[src/rtl/echo_measure_pkg.sv]
// Shared types and default constants for the ultrasonic echo range meter.
package echo_measure_pkg;

  typedef enum logic [1:0] {
    ST_IDLE      = 2'd0,
    ST_WAIT_RISE = 2'd1,
    ST_MEASURE   = 2'd2,
    ST_REPORT    = 2'd3
  } state_t;

  localparam int DEF_CLK_DIV    = 50;
  localparam int DEF_US_PER_CM  = 58;
  localparam int DEF_MAX_CM     = 400;
  localparam int DEF_TIMEOUT_US = 30000;
  localparam int DIST_W         = 9;

  // Bits needed to hold values 0..max_val, never less than one.
  function automatic int cnt_width(input int max_val);
    return (max_val < 2) ? 1 : $clog2(max_val + 1);
  endfunction

endpackage

[src/rtl/echo_sync.sv]
// Two-flop synchronizer for the asynchronous echo line, with an optional
// 3-sample glitch filter enabled by ECHO_GLITCH_FILTER_EN.
module echo_sync
  import echo_measure_pkg::*;
(
  input  logic clk,
  input  logic rst,
  input  logic echo_in,
  output logic echo_s
);

  logic meta_q, meta_d;
  logic sync_q, sync_d;

  always_comb begin
    meta_d = echo_in;
    sync_d = meta_q;
  end

  always_ff @(posedge clk) begin
    if (rst) begin
      meta_q <= 1'b0;
      sync_q <= 1'b0;
    end else begin
      meta_q <= meta_d;
      sync_q <= sync_d;
    end
  end

`ifdef ECHO_GLITCH_FILTER_EN
  logic hist1_q, hist1_d;
  logic hist2_q, hist2_d;
  logic filt_q, filt_d;
  logic stable;

  // The filtered level follows the synchronized one only once the current
  // sample and the two before it agree, so single-cycle glitches vanish.
  always_comb begin
    hist1_d = sync_q;
    hist2_d = hist1_q;
    stable  = (sync_q == hist1_q) && (hist1_q == hist2_q);
    filt_d  = stable ? sync_q : filt_q;
    echo_s  = filt_d;
  end

  always_ff @(posedge clk) begin
    if (rst) begin
      hist1_q <= 1'b0;
      hist2_q <= 1'b0;
      filt_q  <= 1'b0;
    end else begin
      hist1_q <= hist1_d;
      hist2_q <= hist2_d;
      filt_q  <= filt_d;
    end
  end
`else
  always_comb begin
    echo_s = sync_q;
  end
`endif

endmodule

[src/rtl/echo_measure.sv]
// Echo pulse-width range meter: times the echo in microseconds and converts
// to centimetres with saturation and timeout. Optional ECHO_GLITCH_FILTER_EN.
module echo_measure
  import echo_measure_pkg::*;
#(
  parameter int CLK_DIV    = DEF_CLK_DIV,
  parameter int US_PER_CM  = DEF_US_PER_CM,
  parameter int MAX_CM     = DEF_MAX_CM,
  parameter int TIMEOUT_US = DEF_TIMEOUT_US
) (
  input  logic              clk_50m,
  input  logic              rst,
  input  logic              trig_start,
  input  logic              echo,
  output logic [DIST_W-1:0] dist_cm,
  output logic              dist_valid,
  output logic              over_range,
  output logic              timeout,
  output logic              busy,
  output state_t            dbg_state
);

  localparam int PRESC_W = cnt_width(CLK_DIV - 1);
  localparam int US_W    = cnt_width(TIMEOUT_US);
  localparam int SUB_W   = cnt_width(US_PER_CM - 1);

  logic echo_s;

  echo_sync u_echo_sync (
    .clk     (clk_50m),
    .rst     (rst),
    .echo_in (echo),
    .echo_s  (echo_s)
  );

  state_t              state_q, state_d;
  logic [PRESC_W-1:0]  presc_q, presc_d;
  logic [US_W-1:0]     us_q, us_d;
  logic [SUB_W-1:0]    sub_q, sub_d;
  logic [DIST_W-1:0]   cm_q, cm_d;
  logic                over_q, over_d;
  logic [DIST_W-1:0]   dist_q, dist_d;
  logic                over_range_q, over_range_d;
  logic                timeout_q, timeout_d;

  logic                tick;
  logic                us_hit;
  logic                sub_wrap;
  logic [PRESC_W-1:0]  presc_nxt;
  logic [US_W-1:0]     us_nxt;
  logic [SUB_W-1:0]    sub_nxt;
  logic [DIST_W-1:0]   cm_nxt;
  logic                over_nxt;

  always_comb begin
    tick      = (presc_q == PRESC_W'(CLK_DIV - 1));
    presc_nxt = tick ? '0 : presc_q + 1'b1;
    us_nxt    = tick ? us_q + 1'b1 : us_q;
    us_hit    = tick && (us_q == US_W'(TIMEOUT_US - 1));
    sub_wrap  = tick && (sub_q == SUB_W'(US_PER_CM - 1));
    if (sub_wrap) begin
      sub_nxt = '0;
    end else if (tick) begin
      sub_nxt = sub_q + 1'b1;
    end else begin
      sub_nxt = sub_q;
    end
    cm_nxt   = (sub_wrap && (cm_q != DIST_W'(MAX_CM))) ? cm_q + 1'b1 : cm_q;
    over_nxt = over_q || (cm_nxt == DIST_W'(MAX_CM));
  end

  always_comb begin
    state_d      = state_q;
    presc_d      = presc_q;
    us_d         = us_q;
    sub_d        = sub_q;
    cm_d         = cm_q;
    over_d       = over_q;
    dist_d       = dist_q;
    over_range_d = over_range_q;
    timeout_d    = 1'b0;

    case (state_q)
      ST_IDLE: begin
        if (trig_start) begin
          state_d = ST_WAIT_RISE;
          presc_d = '0;
          us_d    = '0;
          sub_d   = '0;
          cm_d    = '0;
          over_d  = 1'b0;
        end
      end

      ST_WAIT_RISE: begin
        presc_d = presc_nxt;
        us_d    = us_nxt;
        if (echo_s) begin
          state_d = ST_MEASURE;
          presc_d = '0;
          us_d    = '0;
        end else if (us_hit) begin
          state_d   = ST_IDLE;
          timeout_d = 1'b1;
        end
      end

      // The cycle that sees echo_s low is still counted: it balances the
      // cycle spent in WAIT_RISE detecting the rise.
      ST_MEASURE: begin
        presc_d = presc_nxt;
        us_d    = us_nxt;
        sub_d   = sub_nxt;
        cm_d    = cm_nxt;
        over_d  = over_nxt;
        if (!echo_s) begin
          state_d      = ST_REPORT;
          dist_d       = cm_nxt;
          over_range_d = over_nxt;
        end else if (us_hit) begin
          state_d   = ST_IDLE;
          timeout_d = 1'b1;
        end
      end

      ST_REPORT: begin
        state_d = ST_IDLE;
      end

      default: begin
        state_d = ST_IDLE;
      end
    endcase
  end

  always_ff @(posedge clk_50m) begin
    if (rst) begin
      state_q      <= ST_IDLE;
      presc_q      <= '0;
      us_q         <= '0;
      sub_q        <= '0;
      cm_q         <= '0;
      over_q       <= 1'b0;
      dist_q       <= '0;
      over_range_q <= 1'b0;
      timeout_q    <= 1'b0;
    end else begin
      state_q      <= state_d;
      presc_q      <= presc_d;
      us_q         <= us_d;
      sub_q        <= sub_d;
      cm_q         <= cm_d;
      over_q       <= over_d;
      dist_q       <= dist_d;
      over_range_q <= over_range_d;
      timeout_q    <= timeout_d;
    end
  end

  always_comb begin
    dist_cm    = dist_q;
    over_range = over_range_q;
    dist_valid = (state_q == ST_REPORT);
    timeout    = timeout_q;
    busy       = (state_q != ST_IDLE);
    dbg_state  = state_q;
  end

endmodule

[config.mk]
export PLATFORM = sky130hd
export DESIGN_NAME = echo_measure
export DESIGN_NICKNAME = d
export VERILOG_FILES = /design/src/rtl/echo_measure_pkg.sv /design/src/rtl/echo_sync.sv /design/src/rtl/echo_measure.sv
export SDC_FILE = /design/constraint.sdc
export NUM_CORES = 1
export LEC_CHECK = 0
export CAP_MARGIN = 20
export CORE_ASPECT_RATIO = 1.25
export CORE_MARGIN = 1
export CORE_UTILIZATION = 51
export DETAILED_ROUTE_END_ITERATION = 6
export GPL_TIMING_DRIVEN = 0
export PLACE_DENSITY_LB_ADDON = 0.15
export SLEW_MARGIN = 30
export SYNTH_ARGS = -nofsm -noshare
export SYNTH_HDL_FRONTEND = slang
export SYNTH_SLANG_ARGS = --single-unit
[constraint.sdc]
create_clock -name clk_50m -period 4.2 [get_ports clk_50m]
set_input_delay 0.84 -clock clk_50m [delete_from_list [all_inputs] [get_ports clk_50m]]
set_output_delay 0.84 -clock clk_50m [all_outputs]
set_load 0.02 [all_outputs]
[Yosys cells after proc, flatten, opt, wreduce, memory -nomap -nowiden]
Cells that the tools add are included.
Storage, ports and cells
  output and inout bits: 15
  latch bits: 0
  input port bits: 4
  bits in read-only memories: 0
  register bits: 52
  memories kept: 0
  RAM bits: 0
Operators by class
  shift operators: 0
  bitwise logic cells: 1
  $lt $le $gt $ge: 0
  equality and inequality tests: 10
  div/mod/pow operators: 0
  reduce and logical (&&, ||, !) cells: 12
  $mul: 0
  muxes and demuxes: 25
  add/sub/neg operators: 4
Operators with widths (count)
  15-bit two-way mux: 3
  15-bit one-hot mux with 3 select lines: 1
  6-bit two-way mux: 5
  9-bit two-way mux: 2
  6-bit one-hot mux with 3 select lines: 1
  9-bit one-hot mux with 2 select lines: 1
  15-bit by 1-bit adder with 15-bit output, second input constant: 1
  15-bit == test, second input constant: 1
  6-bit by 1-bit adder with 6-bit output, second input constant: 2
  6-bit == test, second input constant: 2
  6-bit one-hot mux with 2 select lines: 1
  9-bit by 1-bit adder with 9-bit output, second input constant: 1
  9-bit == test, second input constant: 1
  9-bit inequality test, second input constant: 1
  2-bit two-way mux: 4
  2-bit one-hot mux with 4 select lines: 1
  2-bit AND reduction: 3
  2-bit == test, second input constant: 2
  1-bit two-way mux: 4
  1-bit one-hot mux with 2 select lines: 2
  2-bit nonzero test: 2
  1-bit logical AND: 3
  3-bit inequality test, second input constant: 1
  3-bit AND reduction: 1
  6 further kinds: 6

[Longest topological paths before layout]
Gate-level depths: netlist of run 1.
  depth in word-level cells: 7
  gate-level depth with buffers: 10
  depth with buffers taken out: 8

[Cells and area by module]
From an unflattened synthesis of run 1, not the netlist that was laid out.
Second synthesis, totals
  cell total of the unflattened synthesis: 339
  area total of the unflattened synthesis: 2771.4 um^2
By module, submodules not included
  echo_measure: times used 1, cells each 335, area each 2718.9 um^2
  echo_sync: times used 1, cells each 4, area each 52.6 um^2

[Least setup slack after synthesis of run 1]
No wires, ideal clock.
  path type: register -> register
  start: register state_q[0], in the netlist dbg_state[0]
  end: register us_q[14]
  stages on the path, launching flop included: 11
  slack: 1.906 ns
  data required time: 4.073 ns
  data arrival time: 2.168 ns
  setup time: 0.127 ns
  clock period less this slack: 2.294 ns
  cells stage by stage: dfxtp_1 -> inv_1 -> ha_1 -> nor2b_1 -> buf_6 -> or4_4 -> buf_6 -> nor3_4 -> nand4_1 -> xor2_1 -> nor2_2
On the way
  longest elaborated chain between the ends: 3
  elaborated cells between the ends (all ways): 7
  classes of those cells: eq/ne (3); mux (1); reduce/logical (3)
RTL lines
  start, declared: line echo_measure.sv:36  | state_t state_q, state_d;
  start signal, assigned: line echo_measure.sv:148  | state_q <= state_d;
  2-bit == test (tied with other cells): line echo_measure.sv:83  | case (state_q)
  3-bit nonzero test (no source line) / 2-bit inequality test (equally long branches)
  2-bit AND reduction (no source line)
  end signal, assigned: line echo_measure.sv:150  | us_q <= us_d;
  end, declared: line echo_measure.sv:38  | logic [US_W-1:0] us_q, us_d;
Several ways; a longest one is shown, not always the timed one.
A chain may end at the register's enable or synchronous reset.

[Final worst setup path of run 1]
  start: register state_q[0], in the netlist dbg_state[0]
  end: output port busy
On the way
  longest elaborated chain between the ends: 1
RTL lines
  2-bit nonzero test: line echo_measure.sv:165  | busy = (state_q != ST_IDLE);
  end, declared: line echo_measure.sv:19  | output logic busy,
Every way passes these cells.

==> out/qor.txt, run 1 <==
fin crit period -> 2.865 ns
initial antenna violation count -> 0
Horiz. Die Dim -> 68.04 um
# resized after CTS -> 0
Clock H-tree levels -> 2
nets -> 378
fin util -> 60.88%
via count -> 2,389
Crit. End Element -> output port
Final ANT Viol Nets -> 0
Int Pwr -> 0.0006909 W
RSZ-0062 raised after global routing -> no
PnR worst setup slack -> 1.335 ns
pre-CTS setup slack -> 1.201 ns
Vias/cell -> 5.634
Syn-to-layout area delta -> 12.83%
Yosys top cell area share -> 37.44%
synthesized instance count -> 338
Core Region -> 0.005152 mm^2
setup_tns -> 0 ns
sw frac -> 22.86%
TritonCTS clock tree -> done
CTS Buf Count -> 5
Starting Density -> 53.96%
number of global-route vias before repair -> 2,255
Peak VDD IR -> 0.1590 mV
Slew Limit Headroom -> 44.76%
flops & latches, synth -> 52
synthesized area per cell -> 8.225 um^2
share of cells above drive strength 1 -> 4.696%
largest net degree at the start of global routing -> 15
die footprint -> 0.005753 mm^2
clock power share -> 36.6%
Mapped Area -> 0.002780 mm^2
PortBufs -> 18
CP Data Required Time -> 3.36 ns
clk buf depth -> 2
max-cap violations -> 0
Post-synth EDFFs -> 0
Async SR Flop Fraction -> 0%
sequential power share -> 55.8%
setup bufs post-CTS -> 0
CP max FO -> 10
Seq/Total Area, Yosys -> 37.44%
leak pwr -> 1.106 nW
status -> complete, no violations
Clock Skew -> 0.01123 ns
DRT Wirelength -> 6.160 mm
PD cells -> 285.5 mW/mm^2
FP Rows -> 29
setup violators final -> 0
placed wire-length estimate -> 4.433 mm
Iter 0 DRT Violations -> 159
dominant synthesized flop cell -> dfxtp_1
critical path class -> register to output port
ranking of synthesized cells by area -> dfxtp_1, nor2_1, xor2_1, ha_1, nand2_1
synth unique cells -> 48
fillcell total -> 487
Inserted Diodes -> 0
Tcrit/Tclk final -> 68.22%
Gate power share -> 7.6%
Synth Net Count -> 353
post-synth top area cell -> dfxtp_1
Worst-Margin Slew -> 0.8231 ns
most common cell in the netlist -> dfxtp_1
first-pass GRT wire length -> 10.01 mm
clock-pin slew on the worst setup and hold paths -> 0.09 ns
CTS Sinks -> 52
clk_lat worst skew -> 0.31 ns
Die Y -> 84.55 um
RePlAce Congestion -> 0.8430
hold buffer count at cts -> 0
YS warnings -> 0
total grt overflow -> 0
final hold vios -> 0
most instantiated cells after synthesis -> dfxtp_1, nor2_1, nand2_1
Worst EP arrival -> 2.03 ns
I/O pins -> 19
fmax -> 0.3490 GHz
Pre-antenna DRT Iters -> 4
NetSw -> 0.0002047 W
DRC -> 0
crit path launch type -> register
WL/cell -> 14.53 um
HP Class -> register to register
global-route usage over all layers -> 23.00%
Root Buffer -> clkbuf_8
max-slew violations -> 0
[cell type report]
| cell class | instances | area (um^2) | area share [%] |
|---|---|---|---|
| clock inverter | 1 | 30.03 | 0.9573 |
| multi-input combinational | 259 | 1615 | 51.50 |
| clock buffer | 5 | 68.82 | 2.194 |
| buffer | 16 | 82.58 | 2.633 |
| sequential | 52 | 1041 | 33.19 |
| timing repair buffer | 18 | 180.2 | 5.744 |
| inverter | 11 | 41.29 | 1.316 |
| tap | 62 | 77.57 | 2.473 |
[flip-flops by register name, summed over array words and instances, names as in the netlist]
name and cells:
timeout 1, over_range 1, sub_q 6, u_echo_sync.echo_s 1
u_echo_sync.meta_q 1, cm_q 9, over_q 1, dbg_state 2
dist_cm 9, us_q 15, presc_q 6
[critical path, stage by stage, from the launching register on]
cell and delay, ns:
dfxtp_1 0.44, inv_1 0.10, ha_1 0.21, clkbuf_1 0.22, inv_1 0.15, clkdlybuf4s50_1 0.61
[cell usage in the layout (no fill, tap or decap), types with 7 or more instances in the layout]
cell type / instances
inv_1: 11
ha_1: 11
nand3_1: 8
nor3_1: 14
nand2_1: 28
o21ai_0: 14
xnor2_1: 7
clkbuf_1: 12
a21oi_1: 16
clkdlybuf4s50_1: 18
dfxtp_1: 52
nand4_1: 13
xor2_1: 17
nor2_1: 51
[worst paths after layout]
path	cells past startpoint	start	slack (ns)	end
worst min register to register	1	u_echo_sync.meta_q$_SDFF_PP0_	0.45	u_echo_sync.echo_s$_SDFF_PP0_
worst min-delay path	1	u_echo_sync.meta_q$_SDFF_PP0_	0.45	u_echo_sync.echo_s$_SDFF_PP0_
worst max-delay path	5	dbg_state[0]$_SDFFE_PP0P_	1.33	busy
worst max register to register	8	dbg_state[0]$_SDFFE_PP0P_	1.83	sub_q[3]$_SDFFE_PP0P_
[stage by stage]
stage,instance area (um^2),hold WS (ns),power [W],std cells
final,3137,0.4480,0.0008956,424
after global routing,3137,0.4644,0.0009338,424
after CTS,3137,0.4529,0.0009063,424
after detailed placement,3038,0.4314,0.0005792,418
after global placement,3038,0.4192,0.0005787,418
after floorplan,2780,0.4138,0.0005558,338
[power groups by stage]
stage	clock network [W]	registers [W]	logic, W
after floorplan	0	0.000513	0.0000432
after global placement	0	0.000512	0.0000671
after detailed placement	0	0.000512	0.0000676
after CTS	0.000338	0.000500	0.0000681
after global routing	0.000358	0.000501	0.0000751
final	0.000328	0.000500	0.0000680
[metal layers]
metal | up-vias | share of wire (%) | track usage [%]
li1 | 1228 | - | -
met5 | - | 0 | 0
met1 | 1120 | 43 | 26.24
met3 | 7 | 2.8 | 4.076
met4 | 0 | 1.1 | 6.818
met2 | 34 | 53 | 41.71
[cell families (layout without fill, tap and decap cells)]
group,Yosys count,count (layout),synth area share [%]
mux,3,3,1.080
compound gates,54,54,11.75
flops,52,52,37.44
simple gates,167,167,32.76
fa+ha+maj,11,11,4.950
buf+inv,27,51,4.455
xor+xnor,24,24,7.561
Note: power is estimated with default switching activity, not from simulation.
==> inputs of run 2 (changes only) <==
clock period = 2.88 ns   (was 4.2 ns; I/O delays follow)
==> results of run 2 <==
Same layout as run 1 (identical final DEF). Status: complete, no violations.
Main changes from that run: setup slack after placement 1.201 ns -> 0.1453 ns; setup slack after layout 1.335 ns -> 0.2786 ns; register-to-register setup slack 1.83 ns -> 0.51 ns; total power 0.0008956 W -> 0.001306 W; worst IR drop on VDD 0.1590 mV -> 0.2319 mV
==> inputs of run 3 (changes only) <==
clock period = 2.5 ns   (was 2.88 ns; I/O delays follow)
==> out/qor.txt, run 3 (synthesis gave the netlist of run 1 again) <==
status -> complete, no violations
CP Data Required Time -> 2.70 ns
PortBufs -> 18
multi-input logic area -> 0.001619 mm^2
clock-pin slew on the worst setup and hold paths -> 0.08 ns
clk_lat worst skew -> 0.31 ns
CTS Buf Count -> 5
via count -> 2,386
hold buffer count at cts -> 0
CP max FO -> 9
Root Buffer -> clkbuf_8
Worst EP arrival -> 2.53 ns
Vias/cell -> 5.627
Clock Skew -> 0.009467 ns
placed wire-length estimate -> 4.433 mm
sw frac -> 22.91%
FF/Latch Area -> 0.001042 mm^2
nets -> 378
Final ANT Viol Nets -> 0
Final Power -> 0.001506 W
I/O pins -> 19
CP max stage delay -> 0.58 ns
CP dominant cell by count -> buf_6
Slew Limit Headroom -> 59.85%
first-pass GRT wire length -> 10.01 mm
Peak VDD IR -> 0.2668 mV
share of cells above drive strength 1 -> 5.525%
Iter 0 DRT Violations -> 137
Clock H-tree levels -> 2
Worst-Margin Slew -> 0.5977 ns
fillcell total -> 487
Inserted Diodes -> 0
Core Region -> 0.005152 mm^2
setup_tns -> 0 ns
Starting Density -> 53.96%
Int Pwr -> 0.001161 W
hold slack -> 0.4478 ns
Syn-to-layout area delta -> 13.01%
fmax -> 0.4289 GHz
Pre-antenna DRT Iters -> 4
DRC -> 0
RePlAce Congestion -> 0.8430
Largest Register -> us_q
crit path launch type -> primary input
critical path class -> primary input to register
CP Cell Sequence -> clkdlybuf4s50_1, nor2b_1, buf_6, or4_4, buf_6, nor3_4, nand4_1, xor2_1, nor2_2
TritonCTS clock tree -> done
fin crit period -> 2.331 ns
largest net degree at the start of global routing -> 15
Gate power share -> 7.6%
clk buf depth -> 2
final instance area -> 0.003142 mm^2
DRT Wirelength -> 6.176 mm
Die Y -> 84.55 um
NetSw -> 0.0003449 W
Crit path buffers/inverters -> 3
most frequent cells in the layout -> nor2_1, dfxtp_1, nand2_1
Tcrit/Tclk final -> 93.25%
FP Rows -> 29
Horiz. Die Dim -> 68.04 um
setup violators final -> 0
Slowest-stage cell, CP -> clkdlybuf4s50_1
RSZ-0062 raised after global routing -> no
die footprint -> 0.005753 mm^2
Placed Area -> 0.003038 mm^2
kind of cell adding the most delay to the critical path -> simple AND/OR/NAND/NOR gates
total grt overflow -> 0
leak pwr -> 1.113 nW
max reg flops -> 15
Crit. End Element -> register
global-route usage over all layers -> 23.00%
sequential power share -> 55.8%
max-cap violations -> 0
CTS Sinks -> 52
PD cells -> 479.2 mW/mm^2
final hold vios -> 0
HP Class -> register to register
number of global-route vias before repair -> 2,255
clock power share -> 36.6%
WL/cell -> 14.57 um
max-slew violations -> 0
initial antenna violation count -> 0
fin util -> 60.98%
==> run 3: cell types whose count changed in the layout (fill, tap and decap cells not counted), sizes merged <==
cell,before,now
buf,4,3
dlygate4sd2,0,1
clkdlybuf4s50,18,17
clkbuf,17,18
==> run 3: final timing paths <==
| kind | startpoint | to | slack, ns | cells after the start |
|---|---|---|---|---|
| min reg2reg | u_echo_sync.meta_q$_SDFF_PP0_ | u_echo_sync.echo_s$_SDFF_PP0_ | 0.45 | 1 |
| max | trig_start | us_q[14]$_SDFFE_PP0P_ | 0.17 | 9 |
| min | u_echo_sync.meta_q$_SDFF_PP0_ | u_echo_sync.echo_s$_SDFF_PP0_ | 0.45 | 1 |
| max reg2reg | dbg_state[1]$_SDFFE_PP0P_ | us_q[14]$_SDFFE_PP0P_ | 0.19 | 10 |
==> run 3: metal layers <==
layer	wire length (um)	GRT usage [%]	share of wire, %	vias to the layer above
met5	0	0	0	-
met4	83	6.818	1.3	0
met3	147	4.076	2.4	7
met2	3234	41.71	52	23
met1	2710	26.24	44	1127
li1	-	-	-	1229
==> run 3: power by group through the flow <==
| stage | Combinational, W | Clock [W] | Sequential [W] |
|---|---|---|---|
| global placement | 0.000113 | 0 | 0.000860 |
| detailed placement | 0.000114 | 0 | 0.000859 |
| finish | 0.000115 | 0.000551 | 0.000840 |
| floorplan | 0.0000727 | 0 | 0.000861 |
| CTS | 0.000113 | 0.000568 | 0.000840 |
| global route | 0.000126 | 0.000601 | 0.000842 |
==> run 3: metrics by stage <==
step	instances	setup WS [ns]
after global placement	418	-0.1450
after CTS	424	0.1296
after detailed placement	418	-0.1587
final	424	0.1686
after global routing	424	0.03298
after floorplan	338	0.2057
==> run 3: final cells by class <==
class	instances	share of cell area [%]
Sequential cell	52	33.17
Clock buffer	5	2.190
Inverter	11	1.314
Multi-Input combinational cell	259	51.53
Tap cell	62	2.469
Buffer	16	2.668
Clock inverter	1	0.9558
Timing Repair Buffer	18	5.695
==> run 3: repair_timing <==
action                                  CTS  global route
endpoints found under the setup margin    1            14
gates resized for setup                   1             3
setup buffers                             0             0
==> run 3: worst register-to-register path, stage by stage, from the launching register on <==
cell     delay [ns]
dfxtp_1        0.42
inv_1          0.09
ha_1           0.19
nor2b_1        0.13
buf_6          0.14
or4_4          0.48
buf_6          0.16
nor3_4         0.22
nand4_1        0.14
xor2_1         0.18
nor2_2         0.04
